## src/rtl/eth_fcs_inserter.sv

```systemverilog
`timescale 1ns/1ps
// crc: byte-wide reflected Ethernet CRC-32 (poly 0x04C11DB7, preset all ones, final inversion).
// Latency: the result is combinational on the tlast beat and includes that beat's byte.
// Backpressure: in_axis_tready follows out_axis_tready; the LFSR only advances on accepted beats.
// Ports: clk/sresetn (sync, active-low); in_axis_* byte stream; out_axis_* 32-bit CRC, valid on the tlast beat.
module crc (
    input  logic        clk,
    input  logic        sresetn,
    output logic        in_axis_tready,
    input  logic        in_axis_tvalid,
    input  logic        in_axis_tlast,
    input  logic [7:0]  in_axis_tdata,
    input  logic        out_axis_tready,
    output logic        out_axis_tvalid,
    output logic [31:0] out_axis_tdata
);
    logic [31:0] lfsr_q;
    logic [31:0] lfsr_nxt;
    logic        beat;

    // Bit-serial update, LSB of the byte first (Ethernet bit order).
    function automatic logic [31:0] crc_byte(input logic [31:0] c, input logic [7:0] d);
        logic [31:0] r;
        logic        fb;
        r = c;
        for (int k = 0; k < 8; k++) begin
            fb = r[0] ^ d[k];
            r  = {1'b0, r[31:1]} ^ (fb ? 32'hEDB8_8320 : 32'h0000_0000);
        end
        return r;
    endfunction

    assign lfsr_nxt        = crc_byte(lfsr_q, in_axis_tdata);
    assign in_axis_tready  = out_axis_tready;
    assign beat            = in_axis_tvalid & in_axis_tready;
    assign out_axis_tvalid = beat & in_axis_tlast;
    assign out_axis_tdata  = ~lfsr_nxt;

    // Re-preset after the last byte so the next frame starts clean.
    always_ff @(posedge clk) begin
        if (!sresetn) begin
            lfsr_q <= '1;
        end else if (beat) begin
            lfsr_q <= in_axis_tlast ? 32'hFFFF_FFFF : lfsr_nxt;
        end
    end
endmodule

// eth_fcs_inserter: passes payload bytes through, zero-pads short frames, appends the 4-byte FCS LSB first.
// Latency: zero cycles in PASS (combinational pass-through); pad and FCS bytes are generated internally.
// Backpressure: upstream tready mirrors downstream tready in PASS, held low in PAD/FCS; stalls never advance the CRC.
// Ports: clk, sreset (sync, active-high); in_axis_* payload in; out_axis_* payload+pad+FCS out; busy = PAD or FCS.
module eth_fcs_inserter #(
    parameter int MIN_FRAME_BYTES = 60,
    parameter int CNT_WIDTH       = 16
) (
    input  logic       clk,
    input  logic       sreset,
    output logic       in_axis_tready,
    input  logic       in_axis_tvalid,
    input  logic       in_axis_tlast,
    input  logic [7:0] in_axis_tdata,
    input  logic       out_axis_tready,
    output logic       out_axis_tvalid,
    output logic       out_axis_tlast,
    output logic [7:0] out_axis_tdata,
    output logic       busy
);
    typedef enum logic [1:0] {ST_PASS, ST_PAD, ST_FCS} state_t;

    localparam logic [CNT_WIDTH:0] MIN_C = (CNT_WIDTH+1)'(MIN_FRAME_BYTES);
    localparam logic [CNT_WIDTH:0] ONE_C = (CNT_WIDTH+1)'(1);

    state_t               state_q;
    logic [CNT_WIDTH-1:0] cnt_q;
    logic [1:0]           idx_q;
    logic [31:0]          fcs_q;

    logic [CNT_WIDTH:0]   cnt_inc;
    logic [CNT_WIDTH-1:0] cnt_sat;
    logic                 reach_min;
    logic                 out_beat;
    logic                 crc_vld;
    logic                 crc_last;
    logic                 crc_rdy;
    logic                 crc_res_vld;
    logic [31:0]          crc_res;

    // Extra bit so the compare against MIN_FRAME_BYTES never wraps.
    assign cnt_inc   = {1'b0, cnt_q} + ONE_C;
    assign reach_min = (cnt_inc >= MIN_C);
    assign cnt_sat   = reach_min ? MIN_C[CNT_WIDTH-1:0] : cnt_inc[CNT_WIDTH-1:0];

    always_comb begin
        in_axis_tready  = 1'b0;
        out_axis_tvalid = 1'b0;
        out_axis_tlast  = 1'b0;
        out_axis_tdata  = 8'h00;
        busy            = 1'b0;
        if (!sreset) begin
            case (state_q)
                ST_PASS: begin
                    in_axis_tready  = out_axis_tready & crc_rdy;
                    out_axis_tvalid = in_axis_tvalid;
                    out_axis_tdata  = in_axis_tdata;
                end
                ST_PAD: begin
                    out_axis_tvalid = 1'b1;
                    busy            = 1'b1;
                end
                ST_FCS: begin
                    out_axis_tvalid = 1'b1;
                    out_axis_tdata  = fcs_q[{idx_q, 3'b000} +: 8];
                    out_axis_tlast  = (idx_q == 2'd3);
                    busy            = 1'b1;
                end
                default: ;
            endcase
        end
    end

    assign out_beat = out_axis_tvalid & out_axis_tready;
    assign crc_vld  = out_beat & (state_q != ST_FCS);
    // Last CRC byte: payload tlast once the frame is long enough, or the pad byte that reaches the minimum.
    assign crc_last = (state_q == ST_PASS) ? (in_axis_tlast & reach_min) : reach_min;

    crc u_crc (
        .clk             (clk),
        .sresetn         (~sreset),
        .in_axis_tready  (crc_rdy),
        .in_axis_tvalid  (crc_vld),
        .in_axis_tlast   (crc_last),
        .in_axis_tdata   (out_axis_tdata),
        .out_axis_tready (1'b1),
        .out_axis_tvalid (crc_res_vld),
        .out_axis_tdata  (crc_res)
    );

    always_ff @(posedge clk) begin
        if (sreset) begin
            state_q <= ST_PASS;
            cnt_q   <= '0;
            idx_q   <= '0;
            fcs_q   <= '0;
        end else begin
            if (crc_res_vld) begin
                fcs_q <= crc_res;
            end
            case (state_q)
                ST_PASS: begin
                    if (out_beat) begin
                        cnt_q <= cnt_sat;
                        if (in_axis_tlast) begin
                            idx_q   <= 2'd0;
                            state_q <= reach_min ? ST_FCS : ST_PAD;
                        end
                    end
                end
                ST_PAD: begin
                    if (out_beat) begin
                        cnt_q <= cnt_sat;
                        if (reach_min) begin
                            idx_q   <= 2'd0;
                            state_q <= ST_FCS;
                        end
                    end
                end
                ST_FCS: begin
                    if (out_beat) begin
                        idx_q <= idx_q + 2'd1;
                        if (idx_q == 2'd3) begin
                            state_q <= ST_PASS;
                            cnt_q   <= '0;
                        end
                    end
                end
                default: state_q <= ST_PASS;
            endcase
        end
    end
endmodule
```

## config.mk

```make
export PLATFORM = sky130hd
export DESIGN_NAME = eth_fcs_inserter
export DESIGN_NICKNAME = d
export VERILOG_FILES = /design/src/rtl/eth_fcs_inserter.sv
export SDC_FILE = /design/constraint.sdc
export NUM_CORES = 1
export LEC_CHECK = 0
export BUFFER_PORTS_ARGS = -buffer_cell sky130_fd_sc_hd__buf_2
export CAP_MARGIN = 25
export CORE_MARGIN = 8
export CORE_UTILIZATION = 40
export DETAILED_ROUTE_END_ITERATION = 7
export PLACE_DENSITY_LB_ADDON = 0.15
export RECOVER_POWER = 50
export REMOVE_ABC_BUFFERS = 1
export SYNTH_ARGS = -nofsm -noshare
export SYNTH_HDL_FRONTEND = slang
export SYNTH_SLANG_ARGS = --single-unit
export TNS_END_PERCENT = 50
```

## constraint.sdc

```tcl
create_clock -name clk -period 3.56 [get_ports clk]
set_input_delay 0.534 -clock clk [delete_from_list [all_inputs] [get_ports clk]]
set_output_delay 0.534 -clock clk [all_outputs]
set_load 0.02 [all_outputs]
```

==> key figures, run 1 <==
Clock network
  • H-tree level count: 3
  • CTS tree: yes
  • Clk pin slew, worst setup/hold paths: 60 ps
  • CTS buffer count: 9
  • Clock Path Buffers: 2
  • Post-CTS sizing: 0
  • Clk Latency, worst-skew pair: 350 ps
  • Cts hold-fix bufs: 0
  • Total clock sinks: 84
  • Total setup buffers inserted after CTS: 0
  • CTS root buf: clkbuf_16

Placed design
  • DP HPWL: 7.80 mm
  • Routability cong.: 0.785
  • Port buffer count: 24
  • Dpl cells: 623
  • DP Area: 0.00496 mm2

STA
  • Max Transition Viols Final: 0
  • RSZ-0062 raised after global routing: no
  • Hold Vio Cnt, Final: 0
  • Setup Skew: 6.71 ps
  • Tcrit/Tclk final: 0.897
  • Fmax: 313 MHz
  • Slew @ Worst Pin: 945 ps
  • Min Clock Period, post-route: 3190 ps
  • Final setup violation count: 0
  • Fin Hold WS: 454 ps
  • Worst rel slew slack: 0.370
  • Setup_tns: 0 ps

Die
  • Chip Width: 124 um
  • Rows: 39
  • Die Area: 0.0153 mm2
  • Die Height: 124 um
  • Core Box Area: 0.0114 mm2
  • IO Pins: 25
  • Starting Density: 0.409

Routing
  • Vias per std cell: 5.27
  • DR WL/cell: 17.5 um
  • Antenna Nets Post-Route: 0
  • Via count: 3,367
  • Post-Route WL: 11.2 mm
  • DRT iter0 DRCs: 255
  • Router iterations before antenna repair: 4
  • DRC: 0

Worst setup path
  • Worst path slowest cell: dfxtp_1
  • Max stage delay on crit path: 600 ps
  • CP top delay family: XOR/XNOR gates
  • Crit end category: flip-flop
  • WP data required: 3840 ps
  • Crit. path cell count: 8
  • WP data arrival: 3470 ps
  • CP Buf/Inv Count: 1
  • Crit-path max FO: 6
  • Reg2reg path depth: 8
  • Crit start category: flip-flop
  • Crit path cell chain: clkbuf_1 > mux4_2 > a22o_2 > xor2_4 > xnor3_1 > xnor2_1 > nor2_1 > o21ai_0
  • Crit Path Category: reg -> reg

Layout
  • # diodes: 0
  • Post-layout nets: 511
  • Design area: 0.00522 mm2
  • Layout cells sized above 1: 0.169
  • Fillers: 1,109
  • Most common cell after layout, fill and taps aside: dfxtp_1
  • Final Non-Filler Cells: 639
  • Area grow syn2layout: 12.2%
  • Commonest cells after routing, fill and taps aside: dfxtp_1 (84), nand2_1 (48), xnor2_1 (37), o211ai_1 (28), a21oi_1 (26)

GRT
  • First-pass GRT wire length: 18.3 mm
  • GRT Total Usage: 0.156
  • Number of global-route vias before repair: 3,316
  • Total congestion overflow: 0
  • Initial antenna violation count: 0
  • Largest net degree at the start of global routing: 50

Synthesis
  • Top-area cell type share of the netlist area: 0.361
  • Post-synth cell types: 51
  • Warnings, synthesis: 0
  • Largest area contributor in the netlist: dfxtp_1
  • Top cells by area, synth: dfxtp_1 (36%), xnor2_1 (7.0%), xor2_4 (4.7%)
  • Flops & latches, synth: 84
  • Synth Cell Area: 0.00465 mm2
  • Sequential element share of the synthesized area: 0.361
  • Async SR Flop Fraction: 0
  • Post-Synthesis Cells: 468
  • Post-synth EDFFs: 0
  • Main synth FF type: dfxtp_1
  • Syn_area_per_cell: 9.94 um2

Pwr
  • Leak Pwr: 2.03 nW
  • Flop pwr share: 0.316
  • Peak VDD IR: 0.000276 V
  • Power, Total: 0.00335 W
  • Sw Ratio: 0.357
  • P_int: 0.00215 W
  • Part of the power in combinational logic: 0.396
  • Clock power frac: 0.288
  • Pwr dens: 642 mW/mm2
  • Switching power: 0.00120 W

Job
  • Max_cap viols: 0

Worst hold path
  • Hold Crit Class: reg -> reg
  • Hold path cells: 2

Status
  • Outcome: completed
[synthesized netlist by cell type, types with 2 or more instances]
master,instances
a211o_1,2
a21boi_0,3
a21oi_1,25
a22o_2,3
a22o_4,5
a31oi_1,3
and2_1,15
and3_1,4
buf_2,2
buf_4,2
buf_6,2
clkbuf_1,19
dfxtp_1,84
ha_1,7
inv_1,7
mux2_2,7
mux2i_1,4
mux4_2,8
nand2_1,48
nand2b_1,2
nand3_1,16
nand3b_1,8
nand4_1,2
nor2_1,22
nor2b_1,14
nor3_1,11
o211ai_1,28
o21a_1,3
o21ai_0,19
o31ai_1,2
o32a_1,2
or3_1,4
xnor2_1,37
xnor2_2,3
xnor2_4,5
xnor3_1,4
xor2_1,15
xor2_4,8
[routing by layer]
layer	wire (um)	track usage	share of wire	vias up
li1	-	-	-	1693
met1	5420	0.204	0.48	1606
met2	5240	0.248	0.47	54
met3	424	0.0440	0.038	14
met4	129	0.0429	0.012	0
met5	0	0	0	-
[worst reg2reg max path: stages (launching register included)]
cell	delay, ps
dfxtp_1	600
clkbuf_1	340
mux4_2	560
a22o_2	270
xor2_4	380
xnor3_1	490
xnor2_1	280
nor2_1	60
o21ai_0	160
[cells by family (layout without fill, tap and decap cells)]
group | count (synthesis) | count (layout) | synth area share
AND/OR/NAND/NOR | 149 | 149 | 0.158
AO/OA/AOI/OAI | 105 | 105 | 0.161
flip-flops | 84 | 84 | 0.361
XOR/XNOR | 72 | 72 | 0.205
buffers and inverters | 32 | 60 | 0.0312
multiplexers | 19 | 19 | 0.0643
adder cells (fa/ha/maj) | 7 | 7 | 0.0188
[layout make-up]
class	instances	area [um2]	share of cell area
repair buffers	37	213	0.0408
flip-flops and latches	84	1680	0.322
inverters	7	26.3	0.00504
multi-input cells	352	2820	0.540
well taps	143	179	0.0343
clock inverters	5	60.1	0.0115
clock buffers	11	243	0.0465
[metrics by stage]
| step | utilization | setup slack [ps] |
|---|---|---|
| after floorplan | - | -823 |
| after global routing | 0.459 | 205 |
| after CTS | 0.463 | 504 |
| final | 0.459 | 366 |
| after global placement | 0.437 | 519 |
| after detailed placement | 0.437 | 529 |
[sequential cells by signal, indices dropped and copies added (netlist names)]
| register | flops |
|---|---|
| state_q | 2 |
| u_crc.lfsr_q | 32 |
| idx_q | 2 |
| fcs_q | 32 |
| cnt_q | 16 |
[power groups by stage]
stage          clock (W)  combinational [W]  sequential [W]
2_1_floorplan          0            0.00105         0.00107
3_3_place_gp           0            0.00134         0.00108
3_5_place_dp           0            0.00135         0.00108
4_1_cts         0.000994            0.00135         0.00106
5_1_grt          0.00103            0.00144         0.00107
6_report        0.000964            0.00133         0.00106
[path summary, 6_finish.rpt]
kind / from / to / slack [ps]
setup / recovery: idx_q[1]$_SDFFE_PP0P_ / u_crc.lfsr_q[13]$_SDFFE_PP1P_ / 370
hold / removal: fcs_q[14]$_SDFFE_PP0P_ / fcs_q[14]$_SDFFE_PP0P_ / 450
setup reg to reg: idx_q[1]$_SDFFE_PP0P_ / u_crc.lfsr_q[13]$_SDFFE_PP1P_ / 370
hold reg to reg: fcs_q[14]$_SDFFE_PP0P_ / fcs_q[14]$_SDFFE_PP0P_ / 450
Power figures use the tool's default switching activity.
==> run 2: changes to the inputs <==
SYNTH_HIERARCHICAL = 1   (was not set)
==> key figures, run 2 <==
Status
  • Outcome: completed

STA
  • Min Clock Period, post-route: 3380 ps (+183 ps)
  • Setup Skew: 14.3 ps (+7.58 ps)
  • Worst rel slew slack: 0.555 (+0.185)
  • Final setup violation count: 0 (unchanged)
  • Max Transition Viols Final: 0 (unchanged)
  • Slew @ Worst Pin: 667 ps (-278 ps)
  • Hold Vio Cnt, Final: 0 (unchanged)
  • Fmax: 296 MHz (-5.4%)
  • Tcrit/Tclk final: 0.949 (+0.0515)
  • RSZ-0062 raised after global routing: no
  • Worst setup margin: 183 ps (-183 ps)

Synthesis
  • Flops & latches, synth: 84 (unchanged)
  • Syn_area_per_cell: 9.70 um2 (-2.4%)
  • Main combinational cell family by area after synthesis: XOR/XNOR gates
  • Post-synth cell types: 58 (+14%)
  • Top post-synthesis cells by count: dfxtp_1 (84), nor2_1 (53), xnor2_1 (42)
  • Post-Synthesis Cells: 464 (-0.85%)
  • Post-synthesis compound-gate area fraction: 0.118 (-0.0435)
  • Warnings, synthesis: 6 (+6)
  • Main synth FF type: dfxtp_1
  • Post-synth EDFFs: 0 (unchanged)
  • Synthesized-area fraction occupied by adder cells: 0.0195 (+0.000633)
  • Post-Synth XOR/XNOR Area: 0.177 (-0.0276)
  • Mux cell area share after synthesis: 0.120 (+0.0558)
  • Top-area cell type share of the netlist area: 0.374 (+0.0122)
  • Async SR Flop Fraction: 0 (unchanged)
  • Post-synthesis simple-gate area fraction: 0.161 (+0.00254)
  • Count leader, synth: dfxtp_1
  • Synth Cell Area: 0.00450 mm2 (-3.3%)
  • Sequential element share of the synthesized area: 0.374 (+0.0122)
  • Top cells by area, synth: dfxtp_1 (37%), xnor2_1 (8.2%), mux2i_1 (8.0%)
  • Largest area contributor in the netlist: dfxtp_1

Clock network
  • CTS tree: yes
  • CTS buffer count: 9 (unchanged)
  • Clk pin slew, worst setup/hold paths: 80 ps (+20 ps)
  • Clock Path Buffers: 2 (unchanged)
  • Total clock sinks: 84 (unchanged)
  • H-tree level count: 3 (unchanged)
  • CTS root buf: clkbuf_8
  • Cts hold-fix bufs: 0 (unchanged)
  • Clk Latency, worst-skew pair: 370 ps (+20 ps)

Die
  • Chip Width: 122 um (-1.4%)
  • Starting Density: 0.413 (+0.00420)
  • Rows: 38 (-2.6%)
  • IO Pins: 25 (unchanged)
  • Die Height: 122 um (-1.4%)
  • Die Area: 0.0149 mm2 (-2.8%)
  • Core Box Area: 0.0109 mm2 (-4.2%)

Routing
  • Via count: 3,374 (+0.21%)
  • DR WL/cell: 17.4 um (-0.74%)
  • Vias per std cell: 5.31 (+0.68%)
  • Antenna Nets Post-Route: 0 (unchanged)
  • DRT iter0 DRCs: 223 (-13%)
  • Post-Route WL: 11.1 mm (-1.2%)
  • Router iterations before antenna repair: 4 (unchanged)
  • DRC: 0 (unchanged)

GRT
  • Largest net degree at the start of global routing: 53 (+6.0%)
  • Number of global-route vias before repair: 3,289 (-0.81%)
  • Initial antenna violation count: 0 (unchanged)
  • GRT Total Usage: 0.156 (about the same)
  • First-pass GRT wire length: 18.0 mm (-1.8%)
  • Total congestion overflow: 0 (unchanged)

Layout
  • Layout cells sized above 1: 0.157 (-0.0121)
  • Post-layout nets: 511 (unchanged)
  • Area grow syn2layout: 10.4%
  • Commonest cells after routing, fill and taps aside: dfxtp_1 (84), nor2_1 (52), xnor2_1 (43), mux2i_1 (36), nand2_1 (27)
  • Biggest regs: fcs_q x32, u_crc/lfsr_q x32, cnt_q x16
  • Fillers: 1,069 (-3.6%)
  • # diodes: 0 (unchanged)
  • Design area: 0.00497 mm2 (-4.7%)
  • Most common cell after layout, fill and taps aside: dfxtp_1

Placed design
  • DP HPWL: 7.82 mm (+0.28%)
  • Routability cong.: 0.811 (+3.3%)
  • Place WS: 340 ps (-189 ps)
  • DP Area: 0.00481 mm2 (-3.1%)
  • Port buffer count: 24 (unchanged)

Worst hold path
  • Hold Crit Class: reg -> reg
  • Hold path cells: 2 (unchanged)
  • Hold_sp: fcs_q[21]$_SDFFE_PP0P_
  • Hold endpoint: fcs_q[21]$_SDFFE_PP0P_

Pwr
  • Pwr dens: 585 mW/mm2 (-8.9%)
  • Peak VDD IR: 0.000246 V (-11%)
  • Leak Pwr: 1.85 nW (-9.0%)

Worst setup path
  • Crit start category: flip-flop
  • R2R setup slack: 180 ps (-180 ps)
  • Worst R2R End: fcs_q[20]$_SDFFE_PP0P_
  • Crit Path Category: reg -> reg
  • Reg2reg path depth: 10 (+2)
  • WP data arrival: 3680 ps (+210 ps)
  • Crit end category: flip-flop
  • Worst R2R Start: idx_q[0]$_SDFFE_PP0P_
  • WP data required: 3860 ps (+20 ps)
  • Crit-path max FO: 8 (+2)

Job
  • Max_cap viols: 0 (unchanged)
run 2: changes by cell type after synthesis, sizes merged, moves of 9 or more:
| cell | previous run | this run |
|---|---|---|
| nor2 | 22 | 54 |
| nand3 | 16 | 6 |
| nand2 | 48 | 27 |
| o211ai | 28 | 14 |
| nor2b | 14 | 4 |
| a22oi | 0 | 9 |
| xnor2 | 45 | 56 |
| and2 | 15 | 1 |
| mux2i | 4 | 36 |
run 2: logic make-up (layout without fill, tap and decap cells):
kind of cell,after synthesis,in the layout
mux,44,44
flops,84,84
compound gates,77,77
fa+ha+maj,7,7
other cells,1,4
buf+inv,32,61
simple gates,143,143
xor+xnor,76,76
run 2: routing by layer:
layer  wire length [um]  track usage  vias up
li1                   -            -     1685
met1               5360        0.214     1593
met2               4800        0.230       86
met3                798       0.0546       10
met4                112       0.0358        0
met5                  0            0        -
run 2: worst max path at each step:
stage,from,to,slack (ps)
3_3_place_gp,cnt_q[0]$_SDFFE_PP0P_,u_crc/lfsr_q[25]$_SDFFE_PN1P_,380
2_1_floorplan,state_q[0]$_SDFFE_PP0P_,u_crc/lfsr_q[25]$_SDFFE_PN1P_,-260
3_5_place_dp,cnt_q[0]$_SDFFE_PP0P_,u_crc/lfsr_q[25]$_SDFFE_PN1P_,340
4_1_cts,idx_q[0]$_SDFFE_PP0P_,fcs_q[20]$_SDFFE_PP0P_,330
5_1_grt,idx_q[0]$_SDFFE_PP0P_,fcs_q[20]$_SDFFE_PP0P_,30
6_report,idx_q[0]$_SDFFE_PP0P_,fcs_q[20]$_SDFFE_PP0P_,180
run 2: area by class of cell:
class                   instances  area (um2)  share of cell area
repair buffers                 40         213              0.0428
clock inverters                 5        58.8              0.0118
multi-input cells             351        2670               0.538
flip-flops and latches         84        1680               0.338
well taps                     140         175              0.0352
clock buffers                  11         151              0.0305
inverters                       5        18.8             0.00378
run 2: repair_timing:
action,4_1_cts,5_1_grt
buffers inserted,0,0
endpoints found under the setup margin,0,6
gates resized for setup,0,1
run 2: critical path, stage by stage (launching register included):
cell and delay, ps:
dfxtp_1 650, clkbuf_1 380, mux4_2 370, a22oi_1 160
nor2_1 130, xnor2_2 410, xnor2_4 240, xnor3_2 520
xnor2_1 260, mux2i_1 120, nor2_1 100
run 2: report_power, final:
part | total (W) | internal (W) | leakage (nW) | switching (W)
registers | 0.00102 | 0.000983 | 0.680 | 0.0000377
clock network | 0.000724 | 0.000364 | 0.102 | 0.000360
logic | 0.00116 | 0.000479 | 1.06 | 0.000684
total | 0.00291 | 0.00183 | 1.85 | 0.00108
run 2: per-stage QoR:
step | hold WS (ps) | cells | utilization | power, W | TNS (ps)
2_1_floorplan | 455 | 440 | - | 0.00192 | -2260
3_3_place_gp | 469 | 620 | 0.442 | 0.00222 | 0
3_5_place_dp | 481 | 620 | 0.442 | 0.00222 | 0
4_1_cts | 502 | 636 | 0.461 | 0.00296 | 0
5_1_grt | 513 | 636 | 0.456 | 0.00308 | 0
6_report | 495 | 636 | 0.456 | 0.00291 | 0
==> run 3: changes to the inputs <==
REMOVE_ABC_BUFFERS = not set   (was 1)
==> key figures, run 3 (synthesized netlist as in run 2, its figures left out) <==
Status
  • Outcome: completed

Pwr
  • Pwr dens: 583 mW/mm2 (-0.42%)
  • Switching power: 0.00108 W (-0.55%)
  • Part of the power in combinational logic: 0.408 (+0.008)
  • Power, Total: 0.00291 W (about the same)
  • Sw Ratio: 0.370 (-0.00223)
  • Leak Pwr: 1.87 nW (+1.5%)
  • P_int: 0.00183 W (+0.41%)
  • Clock power frac: 0.242 (-0.007)
  • Flop pwr share: 0.350 (about the same)
  • Peak VDD IR: 0.000248 V (+0.68%)

STA
  • Max Transition Viols Final: 0 (unchanged)
  • Final setup violation count: 0 (unchanged)
  • Setup Skew: 7.62 ps (-6.68 ps)
  • Hold Vio Cnt, Final: 0 (unchanged)
  • Slew @ Worst Pin: 1440 ps (+773 ps)
  • Tcrit/Tclk final: 0.931 (-0.0181)
  • Min Clock Period, post-route: 3310 ps (-64.3 ps)
  • Fin Hold WS: 492 ps (-2.65 ps)
  • Setup_tns: 0 ps (unchanged)
  • Worst rel slew slack: 0.0399 (-0.515)
  • RSZ-0062 raised after global routing: no
  • Fmax: 302 MHz (+1.9%)

Die
  • Chip Width: 122 um (unchanged)
  • Core Box Area: 0.0109 mm2 (unchanged)
  • IO Pins: 25 (unchanged)
  • Rows: 38 (unchanged)
  • Starting Density: 0.413 (unchanged)
  • Die Height: 122 um (unchanged)
  • Die Area: 0.0149 mm2 (unchanged)

Layout
  • Area grow syn2layout: 11.0%
  • Commonest cells after routing, fill and taps aside: dfxtp_1 (84), nor2_1 (53), xnor2_1 (42), mux2i_1 (36), nand2_1 (27)
  • Post-layout nets: 514 (+0.59%)
  • Biggest regs: fcs_q x32, u_crc/lfsr_q x32, cnt_q x16
  • # diodes: 0 (unchanged)
  • Layout cells sized above 1: 0.164 (+0.00707)
  • Most common cell after layout, fill and taps aside: dfxtp_1

Clock network
  • Total clock sinks: 84 (unchanged)
  • CTS root buf: clkbuf_8
  • CTS buffer count: 9 (unchanged)
  • H-tree level count: 3 (unchanged)
  • CTS tree: yes
  • Clk Latency, worst-skew pair: 360 ps (about the same)
  • Total setup buffers inserted after CTS: 0 (unchanged)
  • Clk pin slew, worst setup/hold paths: 80 ps (about the same)
  • Post-CTS sizing: 0 (unchanged)
  • Clock Path Buffers: 2 (unchanged)
  • Cts hold-fix bufs: 0 (unchanged)

Routing
  • Via count: 3,334 (-1.2%)
  • Antenna Nets Post-Route: 0 (unchanged)
  • Vias per std cell: 5.22 (-1.6%)
  • Router iterations before antenna repair: 4 (unchanged)
  • DR WL/cell: 16.7 um (-4.4%)
  • DRT iter0 DRCs: 155 (-30%)
  • DRC: 0 (unchanged)
  • Post-Route WL: 10.6 mm (-3.9%)

GRT
  • Largest net degree at the start of global routing: 53 (unchanged)
  • GRT Total Usage: 0.147 (-0.00954)
  • First-pass GRT wire length: 17.1 mm (-4.5%)
  • Number of global-route vias before repair: 3,176 (-3.4%)
  • Total congestion overflow: 0 (unchanged)
  • Initial antenna violation count: 0 (unchanged)

Worst setup path
  • Crit-path max FO: 8 (unchanged)
  • Most used cell, CP: nor2_1
  • WP data arrival: 3600 ps (-80 ps)
  • Crit Path Category: reg -> reg
  • WP data required: 3840 ps (-20 ps)
  • Crit end category: flip-flop
  • Crit start category: flip-flop
  • Worst path slowest cell: dfxtp_1
  • Crit path cell chain: mux4_2 > a22oi_1 > nor2_1 > xnor2_2 > xnor2_4 > xnor3_2 > xnor2_1 > mux2i_1 > nor2_1
  • Max stage delay on crit path: 680 ps (+30 ps)

Placed design
  • Routability cong.: 0.788 (-2.8%)
  • DP HPWL: 7.55 mm (-3.4%)
  • Port buffer count: 24 (unchanged)

Job
  • Max_cap viols: 0 (unchanged)

Worst hold path
  • Hold Crit Class: reg -> reg
## run 3: path summary, 6_finish.rpt
| path | from | end | slack (ps) | depth (start not counted) |
|---|---|---|---|---|
| worst max register to register | idx_q[1]$_SDFFE_PP0P_ | fcs_q[20]$_SDFFE_PP0P_ | 250 | 9 |
| worst min register to register | u_crc/lfsr_q[13]$_SDFFE_PN1P_ | u_crc/lfsr_q[13]$_SDFFE_PN1P_ | 490 | 2 |
| worst min-delay path | u_crc/lfsr_q[13]$_SDFFE_PN1P_ | u_crc/lfsr_q[13]$_SDFFE_PN1P_ | 490 | 2 |
| worst max-delay path | idx_q[1]$_SDFFE_PP0P_ | fcs_q[20]$_SDFFE_PP0P_ | 250 | 9 |
## run 3: metal layers
metal,up-vias,wire (um),global-route usage,part of all wire
li1,1697,-,-,-
met1,1562,5460,0.206,0.51
met2,60,4700,0.218,0.44
met3,15,343,0.0250,0.032
met4,0,142,0.0594,0.013
met5,-,0,0,0
## run 3: cell type report
type	count	area, um2
clock inverters	4	47.5
well taps	140	175
multi-input cells	351	2680
inverters	5	18.8
flip-flops and latches	84	1680
clock buffers	12	155
fillers	1043	5890
repair buffers	43	239
## run 3: stage by stage
step                      worst slack (ps)  area [um2]  utilization  instances
final                                  247        4990        0.459        639
after floorplan                        474        4510            -        467
after CTS                              280        5040        0.463        639
after detailed placement               315        4830        0.444        623
after global placement                 337        4830        0.444        623
after global routing                  76.8        4990        0.459        639
## run 3: critical path, delay by kind of cell, from the launching register on
family | cells | cell delay, ps
xor+xnor | 4 | 1480
mux | 2 | 690
flops | 1 | 680
simple gates | 2 | 240
compound gates | 1 | 150
## run 3: power groups by stage
stage / logic, W / registers [W] / clock network [W]
floorplan: 0.000908 / 0.00104 / 0
global placement: 0.00121 / 0.00104 / 0
detailed placement: 0.00121 / 0.00104 / 0
CTS: 0.00121 / 0.00102 / 0.000729
global route: 0.00129 / 0.00103 / 0.000759
finish: 0.00119 / 0.00102 / 0.000703
